## src/rtl/trap_pkg.sv

```systemverilog
// Shared state encoding and cause constants for the trap controller.
package trap_pkg;

    typedef enum logic [1:0] {
        IDLE   = 2'd0,
        ENTER  = 2'd1,
        ACTIVE = 2'd2,
        EXIT   = 2'd3
    } trap_state_t;

    localparam int CAUSE_ECALL = 32'sd0;
    localparam int CAUSE_UART  = 32'sd1;
    localparam int CAUSE_TIMER = 32'sd2;

    // Index width for n items, never narrower than one bit.
    function automatic int cause_width(input int n);
        return (n > 32'sd1) ? $clog2(n) : 32'sd1;
    endfunction

endpackage

```

## src/rtl/trap_ctrl_if.sv

```systemverilog
// Trap request / status bundle between the core (master) and trap_ctrl (slave).
interface trap_ctrl_if #(
    parameter int NUM_SRC = 4,
    parameter int XLEN    = 32
);
    localparam int CAUSE_W = trap_pkg::cause_width(NUM_SRC);

    logic [NUM_SRC-1:0] src_req;
    logic [NUM_SRC-1:0] src_en;
    logic               glb_en;
    logic               mem_hold;
    logic               trap_ret;
    logic [XLEN-1:0]    pc_in;
    logic               trapping;
    logic               trigger_trap;
    logic               trigger_trap_ret;
    logic [CAUSE_W-1:0] cause;
    logic [XLEN-1:0]    epc;
    logic [NUM_SRC-1:0] pending;

    modport master (
        output src_req, src_en, glb_en, mem_hold, trap_ret, pc_in,
        input  trapping, trigger_trap, trigger_trap_ret, cause, epc, pending
    );

    modport slave (
        input  src_req, src_en, glb_en, mem_hold, trap_ret, pc_in,
        output trapping, trigger_trap, trigger_trap_ret, cause, epc, pending
    );
endinterface

```

## src/rtl/trap_prio_enc.sv

```systemverilog
// Fixed-priority encoder: lowest set request index wins.
module trap_prio_enc #(
    parameter int NUM_SRC = 4,
    parameter int IDX_W   = 2
) (
    input  logic [NUM_SRC-1:0] req,
    output logic               valid,
    output logic [IDX_W-1:0]   index
);

    // Scan from the top so the lowest set bit is the last one written.
    always_comb begin
        valid = 1'b0;
        index = {IDX_W{1'b0}};
        for (int i = NUM_SRC - 1; i >= 0; i--) begin
            if (req[i]) begin
                valid = 1'b1;
                index = IDX_W'(i);
            end else begin
            end
        end
    end

endmodule

```

## src/rtl/trap_ctrl.sv

```systemverilog
// Multi-source trap sequencer: arbitration, cause/epc capture, entry/return pulses.
// Optional nested preemption with a saved-context stack when TRAP_NEST_EN is defined.
module trap_ctrl #(
    parameter int                 NUM_SRC    = 4,
    parameter int                 XLEN       = 32,
    parameter logic [NUM_SRC-1:0] EDGE_MASK  = {NUM_SRC{1'b0}},
    parameter int                 NEST_DEPTH = 2
) (
    input  logic       clk,
    input  logic       Rst,
    trap_ctrl_if.slave bus
);
    import trap_pkg::*;

    localparam int CAUSE_W = cause_width(NUM_SRC);

    trap_state_t        state_r, state_nxt_s;
    logic [NUM_SRC-1:0] prev_req_r, edge_lat_r, edge_nxt_s, pending_s, clr_s;
    logic [CAUSE_W-1:0] cause_r, sel_idx_s, cause_top_s;
    logic [XLEN-1:0]    epc_r, epc_top_s;
    logic               sel_vld_s, idle_take_s, take_s, ret_s, pop_s, preempt_s, nest_ret_s;

    // Level sources follow the raw request; edge sources report their latch.
    assign pending_s   = ((bus.src_req & ~EDGE_MASK) | (edge_lat_r & EDGE_MASK)) & bus.src_en;
    assign clr_s       = take_s ? (NUM_SRC'(1'b1) << sel_idx_s) : {NUM_SRC{1'b0}};
    assign edge_nxt_s  = (edge_lat_r | (bus.src_req & ~prev_req_r & EDGE_MASK)) & ~clr_s;
    assign idle_take_s = (state_r == IDLE) && sel_vld_s && bus.glb_en && !bus.mem_hold;
    assign ret_s       = (state_r == ACTIVE) && bus.trap_ret;
    assign take_s      = idle_take_s | preempt_s;

    trap_prio_enc #(.NUM_SRC(NUM_SRC), .IDX_W(CAUSE_W)) u_prio (
        .req   (pending_s),
        .valid (sel_vld_s),
        .index (sel_idx_s)
    );

`ifdef TRAP_NEST_EN
    localparam int SP_W = cause_width(NEST_DEPTH + 1);

    logic [SP_W-1:0]    sp_r;
    logic [CAUSE_W-1:0] cause_stk_r [NEST_DEPTH];
    logic [XLEN-1:0]    epc_stk_r   [NEST_DEPTH];
    logic               nest_ret_r;

    // A return is taken before a preemption that arrives in the same cycle.
    assign preempt_s   = (state_r == ACTIVE) && !bus.trap_ret && sel_vld_s && bus.glb_en &&
                         (sel_idx_s < cause_r) && (sp_r < SP_W'(NEST_DEPTH));
    assign pop_s       = ret_s && (sp_r != {SP_W{1'b0}});
    assign nest_ret_s  = nest_ret_r;
    assign cause_top_s = cause_stk_r[0];
    assign epc_top_s   = epc_stk_r[0];

    // Shift-register stack: entry 0 is always the most recently saved context.
    always_ff @(posedge clk or negedge Rst) begin
        if (!Rst) begin
            sp_r       <= {SP_W{1'b0}};
            nest_ret_r <= 1'b0;
            for (int i = 0; i < NEST_DEPTH; i++) begin
                cause_stk_r[i] <= {CAUSE_W{1'b0}};
                epc_stk_r[i]   <= {XLEN{1'b0}};
            end
        end else begin
            if (ret_s) begin
                nest_ret_r <= pop_s;
            end else begin
                nest_ret_r <= nest_ret_r;
            end
            if (preempt_s) begin
                for (int i = NEST_DEPTH - 1; i > 0; i--) begin
                    cause_stk_r[i] <= cause_stk_r[i-1];
                    epc_stk_r[i]   <= epc_stk_r[i-1];
                end
                cause_stk_r[0] <= cause_r;
                epc_stk_r[0]   <= epc_r;
                sp_r           <= sp_r + SP_W'(1'b1);
            end else if (pop_s) begin
                for (int i = 0; i < NEST_DEPTH - 1; i++) begin
                    cause_stk_r[i] <= cause_stk_r[i+1];
                    epc_stk_r[i]   <= epc_stk_r[i+1];
                end
                sp_r <= sp_r - SP_W'(1'b1);
            end else begin
                sp_r <= sp_r;
            end
        end
    end
`else
    logic unused_nest_s;

    assign preempt_s     = 1'b0;
    assign pop_s         = 1'b0;
    assign nest_ret_s    = 1'b0;
    assign cause_top_s   = {CAUSE_W{1'b0}};
    assign epc_top_s     = {XLEN{1'b0}};
    assign unused_nest_s = ^NEST_DEPTH;
`endif

    // State register.
    always_ff @(posedge clk or negedge Rst) begin
        if (!Rst) begin
            state_r <= IDLE;
        end else begin
            state_r <= state_nxt_s;
        end
    end

    // Next-state logic; EXIT never evaluates entry, forcing an IDLE gap.
    always_comb begin
        state_nxt_s = state_r;
        case (state_r)
            IDLE:    if (idle_take_s) state_nxt_s = ENTER; else state_nxt_s = IDLE;
            ENTER:   state_nxt_s = ACTIVE;
            ACTIVE:  if (ret_s) state_nxt_s = EXIT;
                     else if (preempt_s) state_nxt_s = ENTER;
                     else state_nxt_s = ACTIVE;
            EXIT:    if (nest_ret_s) state_nxt_s = ACTIVE; else state_nxt_s = IDLE;
            default: state_nxt_s = IDLE;
        endcase
    end

    // Output decode from registered state and capture registers.
    always_comb begin
        bus.trigger_trap     = (state_r == ENTER);
        bus.trigger_trap_ret = (state_r == EXIT);
        bus.trapping         = (state_r == ENTER) || (state_r == ACTIVE) ||
                               ((state_r == EXIT) && nest_ret_s);
        bus.cause            = cause_r;
        bus.epc              = epc_r;
        bus.pending          = pending_s;
    end

    // Edge latches, request history and cause/epc capture.
    always_ff @(posedge clk or negedge Rst) begin
        if (!Rst) begin
            prev_req_r <= {NUM_SRC{1'b0}};
            edge_lat_r <= {NUM_SRC{1'b0}};
            cause_r    <= {CAUSE_W{1'b0}};
            epc_r      <= {XLEN{1'b0}};
        end else begin
            prev_req_r <= bus.src_req;
            edge_lat_r <= edge_nxt_s;
            if (take_s) begin
                cause_r <= sel_idx_s;
                epc_r   <= bus.pc_in;
            end else if (pop_s) begin
                cause_r <= cause_top_s;
                epc_r   <= epc_top_s;
            end else begin
                cause_r <= cause_r;
                epc_r   <= epc_r;
            end
        end
    end

endmodule
```

## src/flat_wrapper.sv

```systemverilog
// flat-port wrapper written by rule: the top's interface ports become plain ports
module trap_ctrl_flat import trap_pkg::*;
#(
    parameter int                 NUM_SRC    = 4,
    parameter int                 XLEN       = 32,
    parameter logic [NUM_SRC-1:0] EDGE_MASK  = {NUM_SRC{1'b0}},
    parameter int                 NEST_DEPTH = 2
)
  (clk, Rst, bus_src_req, bus_src_en, bus_glb_en, bus_mem_hold, bus_trap_ret, bus_pc_in, bus_trapping, bus_trigger_trap, bus_trigger_trap_ret, bus_cause, bus_epc, bus_pending);
  trap_ctrl_if #(.NUM_SRC(NUM_SRC), .XLEN(XLEN)) bus_i ();
  input  logic clk;
  input  logic Rst;
  input wire logic [$bits(bus_i.src_req)-1:0] bus_src_req;
  input wire logic [$bits(bus_i.src_en)-1:0] bus_src_en;
  input wire logic [$bits(bus_i.glb_en)-1:0] bus_glb_en;
  input wire logic [$bits(bus_i.mem_hold)-1:0] bus_mem_hold;
  input wire logic [$bits(bus_i.trap_ret)-1:0] bus_trap_ret;
  input wire logic [$bits(bus_i.pc_in)-1:0] bus_pc_in;
  output wire logic [$bits(bus_i.trapping)-1:0] bus_trapping;
  output wire logic [$bits(bus_i.trigger_trap)-1:0] bus_trigger_trap;
  output wire logic [$bits(bus_i.trigger_trap_ret)-1:0] bus_trigger_trap_ret;
  output wire logic [$bits(bus_i.cause)-1:0] bus_cause;
  output wire logic [$bits(bus_i.epc)-1:0] bus_epc;
  output wire logic [$bits(bus_i.pending)-1:0] bus_pending;
  assign bus_i.src_req = bus_src_req;
  assign bus_i.src_en = bus_src_en;
  assign bus_i.glb_en = bus_glb_en;
  assign bus_i.mem_hold = bus_mem_hold;
  assign bus_i.trap_ret = bus_trap_ret;
  assign bus_i.pc_in = bus_pc_in;
  assign bus_trapping = bus_i.trapping;
  assign bus_trigger_trap = bus_i.trigger_trap;
  assign bus_trigger_trap_ret = bus_i.trigger_trap_ret;
  assign bus_cause = bus_i.cause;
  assign bus_epc = bus_i.epc;
  assign bus_pending = bus_i.pending;
  trap_ctrl #(.NUM_SRC(NUM_SRC), .XLEN(XLEN), .EDGE_MASK(EDGE_MASK), .NEST_DEPTH(NEST_DEPTH)) u_core (.clk(clk), .Rst(Rst), .bus(bus_i));
endmodule
```

## config.mk

```make
export PLATFORM = sky130hd
export DESIGN_NAME = trap_ctrl_flat
export DESIGN_NICKNAME = d
export VERILOG_FILES = /design/src/rtl/trap_pkg.sv /design/src/rtl/trap_ctrl_if.sv /design/src/rtl/trap_prio_enc.sv /design/src/rtl/trap_ctrl.sv /design/src/flat_wrapper.sv
export SDC_FILE = /design/constraint.sdc
export NUM_CORES = 1
export LEC_CHECK = 0
export BUFFER_PORTS_ARGS = -buffer_cell sky130_fd_sc_hd__clkbuf_2
export CORE_ASPECT_RATIO = 0.5
export CORE_MARGIN = 3
export CORE_UTILIZATION = 44
export CTS_CLUSTER_DIAMETER = 60
export DETAILED_ROUTE_END_ITERATION = 6
export PLACE_DENSITY = 0.81
export SETUP_SLACK_MARGIN = 0.5
export SLEW_MARGIN = 20
export SYNTH_ARGS = -nofsm -noshare
export SYNTH_HDL_FRONTEND = slang
export SYNTH_SLANG_ARGS = --single-unit
export TNS_END_PERCENT = 1
```

## constraint.sdc

```tcl
create_clock -name clk -period 1.9 [get_ports clk]
set_input_delay 0.285 -clock clk [delete_from_list [all_inputs] [get_ports clk]]
set_output_delay 0.285 -clock clk [all_outputs]
set_load 0.005 [all_outputs]
```

==> run metrics, run 1 <==
Net Sw Frac=0.2981; gr usage total=0.1751; Total Power=3.484 mW; slowest CP cell=dfrtp_1; total nets after synthesis=147; Int Power=2.445 mW; final setup violation count=0; Gate power share=0.448; ANT cells=0; Post-Syn Area=1612 um^2; placed cell area=2116 um^2; status=completed; post-route cell area=2395 um^2; total CTS buffers=5; max_slew headroom=0.4120; Critical Path Max Stage Delay=0.40 ns; PortBufs=85; core area=3241 um^2; type of origin of the critical path=flop; Critical path origin=u_core.state_r[1]$_DFF_PN0_; pwr dens=1455 nW/um^2; Leak=1.294 nW; part of the power in registers=0.399; max-slew violations=0; clock root cell=clkbuf_8; gp weighted congestion=0.7812; # IOs=86; DRT iter0 DRCs=26; Hold Crit Class=in -> async; TritonCTS Sinks=36; commonest non-fill, non-tap cell in the layout=clkbuf_2; syn avg cell area=16.61 um^2; vias in the first global route=1224; launching point of the worst reg2reg path=u_core.state_r[1]$_DFF_PN0_; DIE WIDTH=91.59 um; DR vias/cell=4.690; first-pass GRT wire length=6003 um; reg2reg path depth=7; proportion of power drawn by the clock network=0.153; worst-case clock skew=0.006951 ns; fmax=623.0 MHz; grt ovf=0; Cell Chain, Critical Path=inv_2, ha_4, nand3b_4, a31oi_4, buf_4, buf_16, mux2_4; # DRC=0; DP HPWL=2651 um; WP data required=2.07 ns; RSZ-0062 raised after global routing=yes; Yosys reg bits=36; CTS H-tree depth=2; iteration count of the initial detailed-routing pass=4; Setup crit end kind=flop; initial antenna violation count=0; share of cells above drive strength 1=0.7304; Buf/Inv on CP=3; Rows=14; WS Path Type=reg -> reg; data arrival time of the critical path=1.78 ns; Clock transition at path regs=0.07 ns; clk_lat worst skew=0.29 ns; Final period util=0.8448; Ys Warns=0; nets=253; Cell variety after synth=16; final total negative setup slack=0 ns; Max Cap Violations=0; Post-Syn Instances=97; Post-Route WL=3828 um; Worst-Margin Slew=0.8819 ns; Die H=48.80 um; CP top delay family=flip-flops; Hold Fails Final Rpt=0; DR WL/cell=15.19 um; die area=4469 um^2; reg2reg end=u_core.bus.epc[25]$_DFFE_PN0P_; CTS tree=built; Vias=1182; Psw=1.039 mW; # hold bufs at CTS=0; register area share after synthesis=0.5590; flop2flop setup slack=0.29 ns; largest net degree at the start of global routing=37; CTS Buffer Depth=2; number of fill cells=221; Final ANT Viol Nets=0; Peak VDD IR=675.7 uV; commonest non-fill, non-tap cells in the layout=85 x clkbuf_2, 36 x dfrtp_1, 32 x mux2_4, 10 x buf_4, 5 x clkbuf_8; maximum net fanout on the critical path=7; fin crit period=1.605 ns; synthesis-to-finish area growth=48.60%; Initial Util=0.4973
==> worst max path at each step <==
stage	endpoint	slack, ns	cells past startpoint
floorplan	u_core.bus.epc[0]$_DFFE_PN0P_	0.32	6
global placement	u_core.bus.epc[16]$_DFFE_PN0P_	0.28	6
detailed placement	u_core.bus.epc[16]$_DFFE_PN0P_	0.20	6
CTS	u_core.bus.epc[5]$_DFFE_PN0P_	0.31	7
global route	u_core.bus.epc[27]$_DFFE_PN0P_	0.24	7
finish	u_core.bus.epc[25]$_DFFE_PN0P_	0.29	7
==> layout make-up <==
type | count | area, um^2 | share of cell area
multi-input combinational | 53 | 681.9 | 0.2847
tap | 48 | 60.06 | 0.02508
clock buffer | 5 | 68.82 | 0.02874
timing repair buffer | 102 | 645.6 | 0.2696
clock inverter | 3 | 18.77 | 0.007837
inverter | 5 | 18.77 | 0.007837
sequential | 36 | 900.9 | 0.3762
==> layer usage <==
| metal | track usage | up-vias | part of all wire |
|---|---|---|---|
| met5 | 0 | - | 0 |
| met4 | 0.06250 | 0 | 0.0094 |
| met3 | 0.04314 | 4 | 0.045 |
| met2 | 0.3035 | 34 | 0.54 |
| met1 | 0.2141 | 594 | 0.40 |
| li1 | - | 550 | - |
==> power groups by stage <==
stage | combinational, mW | sequential, mW | clock [mW]
floorplan | 0.746 | 1.40 | 0
global placement | 1.32 | 1.37 | 0
detailed placement | 1.35 | 1.40 | 0
CTS | 1.54 | 1.38 | 0.543
global route | 1.68 | 1.43 | 0.590
finish | 1.56 | 1.39 | 0.532
==> synth_stat cells <==
library cell / number / area (um^2)
inv_1: 5 / 18.77
a21o_1: 1 / 7.510
ha_1: 5 / 62.56
a21oi_1: 2 / 10.01
a31oi_4: 1 / 21.27
dfrtp_1: 36 / 900.9
nand3b_4: 1 / 20.02
mux2_2: 3 / 33.78
and2_2: 1 / 7.510
nor2_1: 2 / 7.510
nand2_1: 4 / 15.01
o21a_1: 1 / 7.510
a22oi_2: 1 / 12.51
o22a_1: 2 / 17.52
mux2_4: 29 / 435.4
buf_6: 3 / 33.78
==> registers in the layout, indices dropped and copies added (netlist names) <==
register,flops
u_core.bus.cause,2
u_core.bus.epc,32
u_core.state_r,2
==> logic make-up after synthesis <==
family | after synthesis | synth area share
and+or+nand+nor | 8 | 0.03106
muxes | 32 | 0.2911
AOI/OAI and AO/OA | 8 | 0.04736
buffers and inverters | 8 | 0.03261
adders and majority gates | 5 | 0.03882
DFF | 36 | 0.5590
==> worst register-to-register path: stages, from the launching register on <==
cell and delay [ns]:
dfrtp_1 0.40, inv_2 0.09, ha_4 0.14, nand3b_4 0.08, a31oi_4 0.19, buf_4 0.17
buf_16 0.13, mux2_4 0.30
==> repair_timing <==
item	in CTS	in global routing
endpoints found under the setup margin	34	36
pin swaps	1	0
gates resized for setup	8	0
setup buffers	9	3
cloned	3	0
==> metrics by stage <==
step / hold slack [ns] / setup WS [ns] / util / std cells
finish: 0.1055 / 0.2949 / 0.7390 / 252
global route: 0.1701 / 0.2376 / 0.7390 / 252
CTS: 0.1262 / 0.3070 / 0.7320 / 249
detailed placement: 0.4439 / 0.2005 / 0.6529 / 229
global placement: 0.4386 / 0.2761 / 0.6529 / 229
floorplan: -0.01059 / 0.3173 / - / 97
Note: power is estimated with default switching activity, not from simulation.
==> run 2, diff against run 1 <==
--- a/config.mk
+++ b/config.mk
@@ -5,13 +5,14 @@
 export SDC_FILE = /design/constraint.sdc
 export NUM_CORES = 1
 export LEC_CHECK = 0
+export ABC_AREA = 1
 export BUFFER_PORTS_ARGS = -buffer_cell sky130_fd_sc_hd__clkbuf_2
 export CORE_ASPECT_RATIO = 0.5
 export CORE_MARGIN = 3
-export CORE_UTILIZATION = 44
+export CORE_UTILIZATION = 43
 export CTS_CLUSTER_DIAMETER = 60
 export DETAILED_ROUTE_END_ITERATION = 6
-export PLACE_DENSITY = 0.81
+export PLACE_DENSITY = 0.8
 export SETUP_SLACK_MARGIN = 0.5
 export SLEW_MARGIN = 20
 export SYNTH_ARGS = -nofsm -noshare
==> constraint.sdc (replaced) <==
create_clock -name clk -period 1.6 [get_ports clk]
set_input_delay 0.24 -clock clk [delete_from_list [all_inputs] [get_ports clk]]
set_output_delay 0.24 -clock clk [all_outputs]
set_load 0.005 [all_outputs]
==> run metrics, run 2 <==
top sig layer=met4; hold_sp=bus_pc_in[17]; Cell variety after synth=14; maximum net fanout on the critical path=2; Max Cap Violations=0; first-pass GRT wire length=5878 um; WHS Endpoint=u_core.bus.epc[17]$_DFFE_PN0P_; top-count cell post-synth=nand2_1; PortBufs=85; Post-Syn Area=1535 um^2; DP HPWL=2615 um; max reg flops=32; nets=320; pre-CTS setup slack=0.1207 ns; fin crit period=1.377 ns; Top FF cell, synth=dfrtp_1; Leak=1.333 nW; commonest non-fill, non-tap cells in the layout=108 x nand2_1, 85 x clkbuf_2, 36 x dfrtp_1, 7 x inv_1, 5 x clkbuf_8; die area=4367 um^2; syn avg cell area=8.773 um^2; Post-Syn Instances=175; Hold Fails Final Rpt=0; vias in the first global route=1334; Post-Route WL=3755 um; Clock transition at path regs=0.08 ns; XOR/XNOR share of the synthesized area=0; final setup violation count=0; Multi-input gate area=614.3 um^2; Synth Area in Adders=0.04075; Initial Util=0.4789; ANT cells=0; final core utilization=0.6827; Synth top cells by count=108 x nand2_1, 36 x dfrtp_1, 10 x inv_1; Yosys reg bits=36; WS Path Type=reg -> out; register area share after synthesis=0.5868; DIE WIDTH=90.50 um; Synth area leaders=dfrtp_1 59%, nand2_1 26%, ha_1 4.1%; Final period util=0.8604; post-synthesis compound-gate area fraction=0.008150; RSZ-0062 raised after global routing=yes; total nets after synthesis=225; initial antenna violation count=0; met2 WL=1952 um; routed wl met3=200 um; Peak VDD IR=832.5 uV; gr usage total=0.1758; TritonCTS Sinks=36; Vias=1401; CTS Buffer Depth=2; data arrival time of the critical path=1.14 ns; total CTS buffers=5; wire length on met1=1552 um; reg2reg end=u_core.bus.epc[11]$_DFFE_PN0P_; number of fill cells=268; worst-case clock skew=0.008328 ns; clk_lat worst skew=0.29 ns; CTS tree=built; DR vias/cell=4.392; pwr dens=1647 nW/um^2; commonest non-fill, non-tap cell in the layout=nand2_1; clock root cell=clkbuf_8; Worst-Margin Slew=0.4443 ns; Post-synth EDFFs=0; Total Power=3.604 mW; # IOs=86; share of the synthesized area in the top cell type=0.5868; Ys Warns=0; FF+latch area=900.9 um^2; Simple-Gate Fraction of Synth Area=0.3032; CTS H-tree depth=2; cell taking the most area after synthesis=dfrtp_1; launching point of the worst reg2reg path=u_core.state_r[1]$_DFF_PN0_; flop2flop setup slack=0.23 ns; Final Worst Setup Slack=0.2234 ns; synthesis-to-finish area growth=42.54%; WP data required=1.36 ns; core area=3206 um^2; Cells on Worst Hold Path=3; gp weighted congestion=0.7281; Final ANT Viol Nets=0; largest net degree at the start of global routing=37; main combinational cell family by area after synthesis=simple AND/OR/NAND/NOR gates; DR WL/cell=11.77 um; DRT iter0 DRCs=44; fmax=726.4 MHz; Setup crit end kind=primary output; status=completed; Hold Crit Class=in -> reg; Rows=14; grt ovf=0; max_slew headroom=0.7038; iteration count of the initial detailed-routing pass=4; asr flop ratio synth=1.000; share of cells above drive strength 1=0.4133; reg2reg path depth=8; final total negative setup slack=0 ns; mux share of post-synthesis cell area=0; # DRC=0; Die H=48.25 um; type of origin of the critical path=flop; max-slew violations=0
run 2: cell count changes in the layout (fill, tap and decap cells not counted), sizes merged, moves of 2 or more:
cell	change
nand2	+109
buf	-11
o22a	-2
nand3	+2
mux2	-32
inv	+5
run 2: logic make-up (layout without fill, tap and decap cells):
| kind of cell | after synthesis | in the layout |
|---|---|---|
| AO/OA/AOI/OAI | 2 | 2 |
| flip-flops | 36 | 36 |
| AND/OR/NAND/NOR | 116 | 118 |
| adder cells (fa/ha/maj) | 5 | 5 |
| buffers and inverters | 16 | 110 |
run 2: layout make-up:
type / count / share of cell area
inverter: 10 / 0.01715
sequential: 36 / 0.4117
clock inverter: 3 / 0.008576
tap: 48 / 0.02744
multi-input combinational: 125 / 0.2807
clock buffer: 5 / 0.03145
timing repair buffer: 92 / 0.2230
run 2: metrics by stage:
stage	hold slack, ns	area [um^2]	cells
floorplan	-0.05559	1559	175
global placement	0.3001	1999	305
detailed placement	0.3092	1999	305
CTS	0.1293	2173	317
global route	0.1406	2188	319
finish	0.1381	2188	319
run 2: worst max-delay path by stage:
stage / slack, ns / to / startpoint
2_1_floorplan: 0.33 / u_core.bus.cause[0]$_DFFE_PN0P_ / u_core.state_r[1]$_DFF_PN0_
4_1_cts: 0.21 / u_core.bus.epc[11]$_DFFE_PN0P_ / u_core.state_r[1]$_DFF_PN0_
6_report: 0.22 / bus_trigger_trap / u_core.state_r[0]$_DFF_PN0_
3_3_place_gp: 0.20 / u_core.bus.epc[5]$_DFFE_PN0P_ / u_core.state_r[0]$_DFF_PN0_
5_1_grt: 0.15 / u_core.bus.epc[7]$_DFFE_PN0P_ / u_core.state_r[1]$_DFF_PN0_
3_5_place_dp: 0.12 / u_core.bus.epc[11]$_DFFE_PN0P_ / u_core.state_r[0]$_DFF_PN0_
run 2: power by group:
group | leakage, nW | internal (mW) | switching, mW
clock | 0.0479 | 0.303 | 0.338
sequential | 0.444 | 1.35 | 0.241
combinational | 0.841 | 0.662 | 0.712
run 2: what timing repair did:
| action | in CTS | in global routing |
|---|---|---|
| gates cloned | 2 | 0 |
| hold endpoints to repair | 36 | 0 |
| pin swaps | 2 | 1 |
| endpoints found under the setup margin | 38 | 38 |
| buffers inserted | 1 | 2 |
| hold buffers | 1 | 0 |
| gates resized for setup | 9 | 0 |
run 2: critical path: stages, from the launching register on:
cell	delay [ns]
dfrtp_1	0.40
buf_4	0.15
ha_1	0.19
clkbuf_2	0.11
run 2: routing by layer:
| layer | global-route usage | vias up |
|---|---|---|
| li1 | - | 720 |
| met1 | 0.2047 | 635 |
| met2 | 0.3275 | 38 |
| met5 | 0 | - |
| met3 | 0.05547 | 8 |
| met4 | 0.06079 | 0 |
==> run 3, diff against run 2 <==
--- a/config.mk
+++ b/config.mk
@@ -5,14 +5,13 @@
 export SDC_FILE = /design/constraint.sdc
 export NUM_CORES = 1
 export LEC_CHECK = 0
-export ABC_AREA = 1
 export BUFFER_PORTS_ARGS = -buffer_cell sky130_fd_sc_hd__clkbuf_2
 export CORE_ASPECT_RATIO = 0.5
 export CORE_MARGIN = 3
-export CORE_UTILIZATION = 43
+export CORE_UTILIZATION = 44
 export CTS_CLUSTER_DIAMETER = 60
 export DETAILED_ROUTE_END_ITERATION = 6
-export PLACE_DENSITY = 0.8
+export PLACE_DENSITY = 0.81
 export SETUP_SLACK_MARGIN = 0.5
 export SLEW_MARGIN = 20
 export SYNTH_ARGS = -nofsm -noshare
==> run metrics, run 3 (same netlist as run 1, synthesis figures left out) <==
number of fill cells=214; CTS H-tree depth=2; CTS tree=built; Int Power=3.132 mW; Total Power=4.398 mW; Final ANT Viol Nets=0; DR WL/cell=15.58 um; clock root cell=clkbuf_8; Initial Util=0.4973; M1 GR Usage=0.2197; Leak=1.301 nW; iteration count of the initial detailed-routing pass=5; largest net degree at the start of global routing=22; DRT iter0 DRCs=41; Final Hold Slack=-0.08096 ns; pwr dens=1791 nW/um^2; Final Worst Setup Slack=-0.02005 ns; placed cell count=235; Gate power share=0.447; Clock transition at path regs=0.07 ns; Hold Crit Class=in -> async; Vias=1177; data arrival time of the critical path=1.79 ns; Setup crit end kind=flop; commonest non-fill, non-tap cells in the layout=82 x clkbuf_2, 36 x dfrtp_1, 32 x mux2_4, 7 x buf_6, 7 x buf_4; DP HPWL=2616 um; PortBufs=85; DIE WIDTH=91.59 um; nets=253; Psw=1.266 mW; WP data required=1.77 ns; maximum net fanout on the critical path=7; Die H=48.80 um; gp weighted congestion=0.7805; share of cells above drive strength 1=0.7402; Rows=14; Max Cap Violations=0; grt ovf=0; synthesis-to-finish area growth=52.33%; Final period util=1.013; Critical Path Max Stage Delay=0.40 ns; worst-case clock skew=0.003338 ns; commonest non-fill, non-tap cell in the layout=clkbuf_2; failing checks=hold timing, setup timing; final setup violation count=13; die area=4469 um^2; status=complete, but fails checks; Net Sw Frac=0.2878; total CTS buffers=5; proportion of power drawn by the clock network=0.179; core area=3241 um^2; type of origin of the critical path=flop; max_slew headroom=0.6502; grt met2 use=0.2914; TritonCTS Sinks=36; # DRC=0; max-slew violations=0; part of the power in registers=0.374; fin cells=252; gr usage total=0.1736; Post-Route WL=3926 um; met3 GRT Util=0.04468; first-pass GRT wire length=6175 um; initial antenna violation count=0; Hold Fails Final Rpt=20; vias in the first global route=1246; fmax=617.3 MHz; Worst-Margin Slew=0.5247 ns; Peak VDD IR=754.0 uV; fin crit period=1.620 ns; clk_lat worst skew=0.29 ns; RSZ-0062 raised after global routing=yes; slowest CP cell=dfrtp_1; WS Path Type=reg -> reg; CTS Buffer Depth=2; final total negative setup slack=-0.1035 ns; DR vias/cell=4.671; Cell Chain, Critical Path=inv_2, ha_4, nand3b_4, a31oi_4, buf_12, clkbuf_16, mux2_4; ANT cells=0; # IOs=86; max reg flops=32; grt peak-use layer=met2
[run 3: worst max-delay path: cells and delay by family (launching register included)]
kind                     cells  cell delay, ns
adder cells (fa/ha/maj)      1            0.14
buffers and inverters        3            0.40
AND/OR/NAND/NOR              1            0.08
flip-flops                   1            0.40
AO/OA/AOI/OAI                1            0.18
multiplexers                 1            0.30
[run 3: area by class of cell]
cell class / instances / area [um^2] / share of cell area
Sequential cell: 36 / 900.9 / 0.3670
Multi-Input combinational cell: 53 / 710.7 / 0.2895
Timing Repair Buffer: 102 / 656.9 / 0.2676
Clock buffer: 6 / 72.57 / 0.02956
Tap cell: 48 / 60.06 / 0.02446
Clock inverter: 2 / 35.03 / 0.01427
Inverter: 5 / 18.77 / 0.007645
[run 3: power by group through the flow]
stage / sequential (mW) / combinational [mW] / clock, mW
detailed placement: 1.64 / 1.68 / 0
global placement: 1.63 / 1.65 / 0
floorplan: 1.66 / 0.886 / 0
global route: 1.71 / 2.12 / 0.851
CTS: 1.64 / 1.72 / 0.792
finish: 1.65 / 1.97 / 0.786
[run 3: stage by stage]
step	setup WS (ns)	instance area [um^2]	utilization
after detailed placement	0.01070	2161	0.6668
after global routing	-0.05295	2455	0.7575
after global placement	0.04930	2161	0.6668
after CTS	0.01780	2286	0.7054
after floorplan	0.01727	1624	-
final	-0.02005	2455	0.7575
[run 3: path summary, 6_finish.rpt]
| kind | endpoint | start | cells after the start | slack, ns |
|---|---|---|---|---|
| max | u_core.bus.epc[15]$_DFFE_PN0P_ | u_core.state_r[1]$_DFF_PN0_ | 7 | -0.02 |
| min | u_core.state_r[0]$_DFF_PN0_ | Rst | 1 | -0.08 |
| max reg2reg | u_core.bus.epc[15]$_DFFE_PN0P_ | u_core.state_r[1]$_DFF_PN0_ | 7 | -0.02 |
| min reg2reg | u_core.bus.cause[0]$_DFFE_PN0P_ | u_core.bus.cause[0]$_DFFE_PN0P_ | 1 | 0.49 |
| max in group asynchronous | u_core.bus.epc[3]$_DFFE_PN0P_ | Rst | 2 | 1.08 |
| min in group clk | u_core.bus.epc[4]$_DFFE_PN0P_ | bus_pc_in[4] | 2 | 0.18 |
[run 3: routing by layer]
metal | routed length, um | up-vias
met5 | 0 | -
li1 | - | 548
met1 | 1665 | 585
met2 | 2018 | 37
met3 | 187 | 7
met4 | 55 | 0
[run 3: timing repair]
| action | 4_1_cts | 5_1_grt |
|---|---|---|
| setup endpoints to repair | 38 | 38 |
| hold endpoints to repair | 20 | 20 |
| buffers inserted | 0 | 6 |
| pin swaps | 1 | 2 |
| cloned | 0 | 3 |
| resized for setup | 5 | 10 |
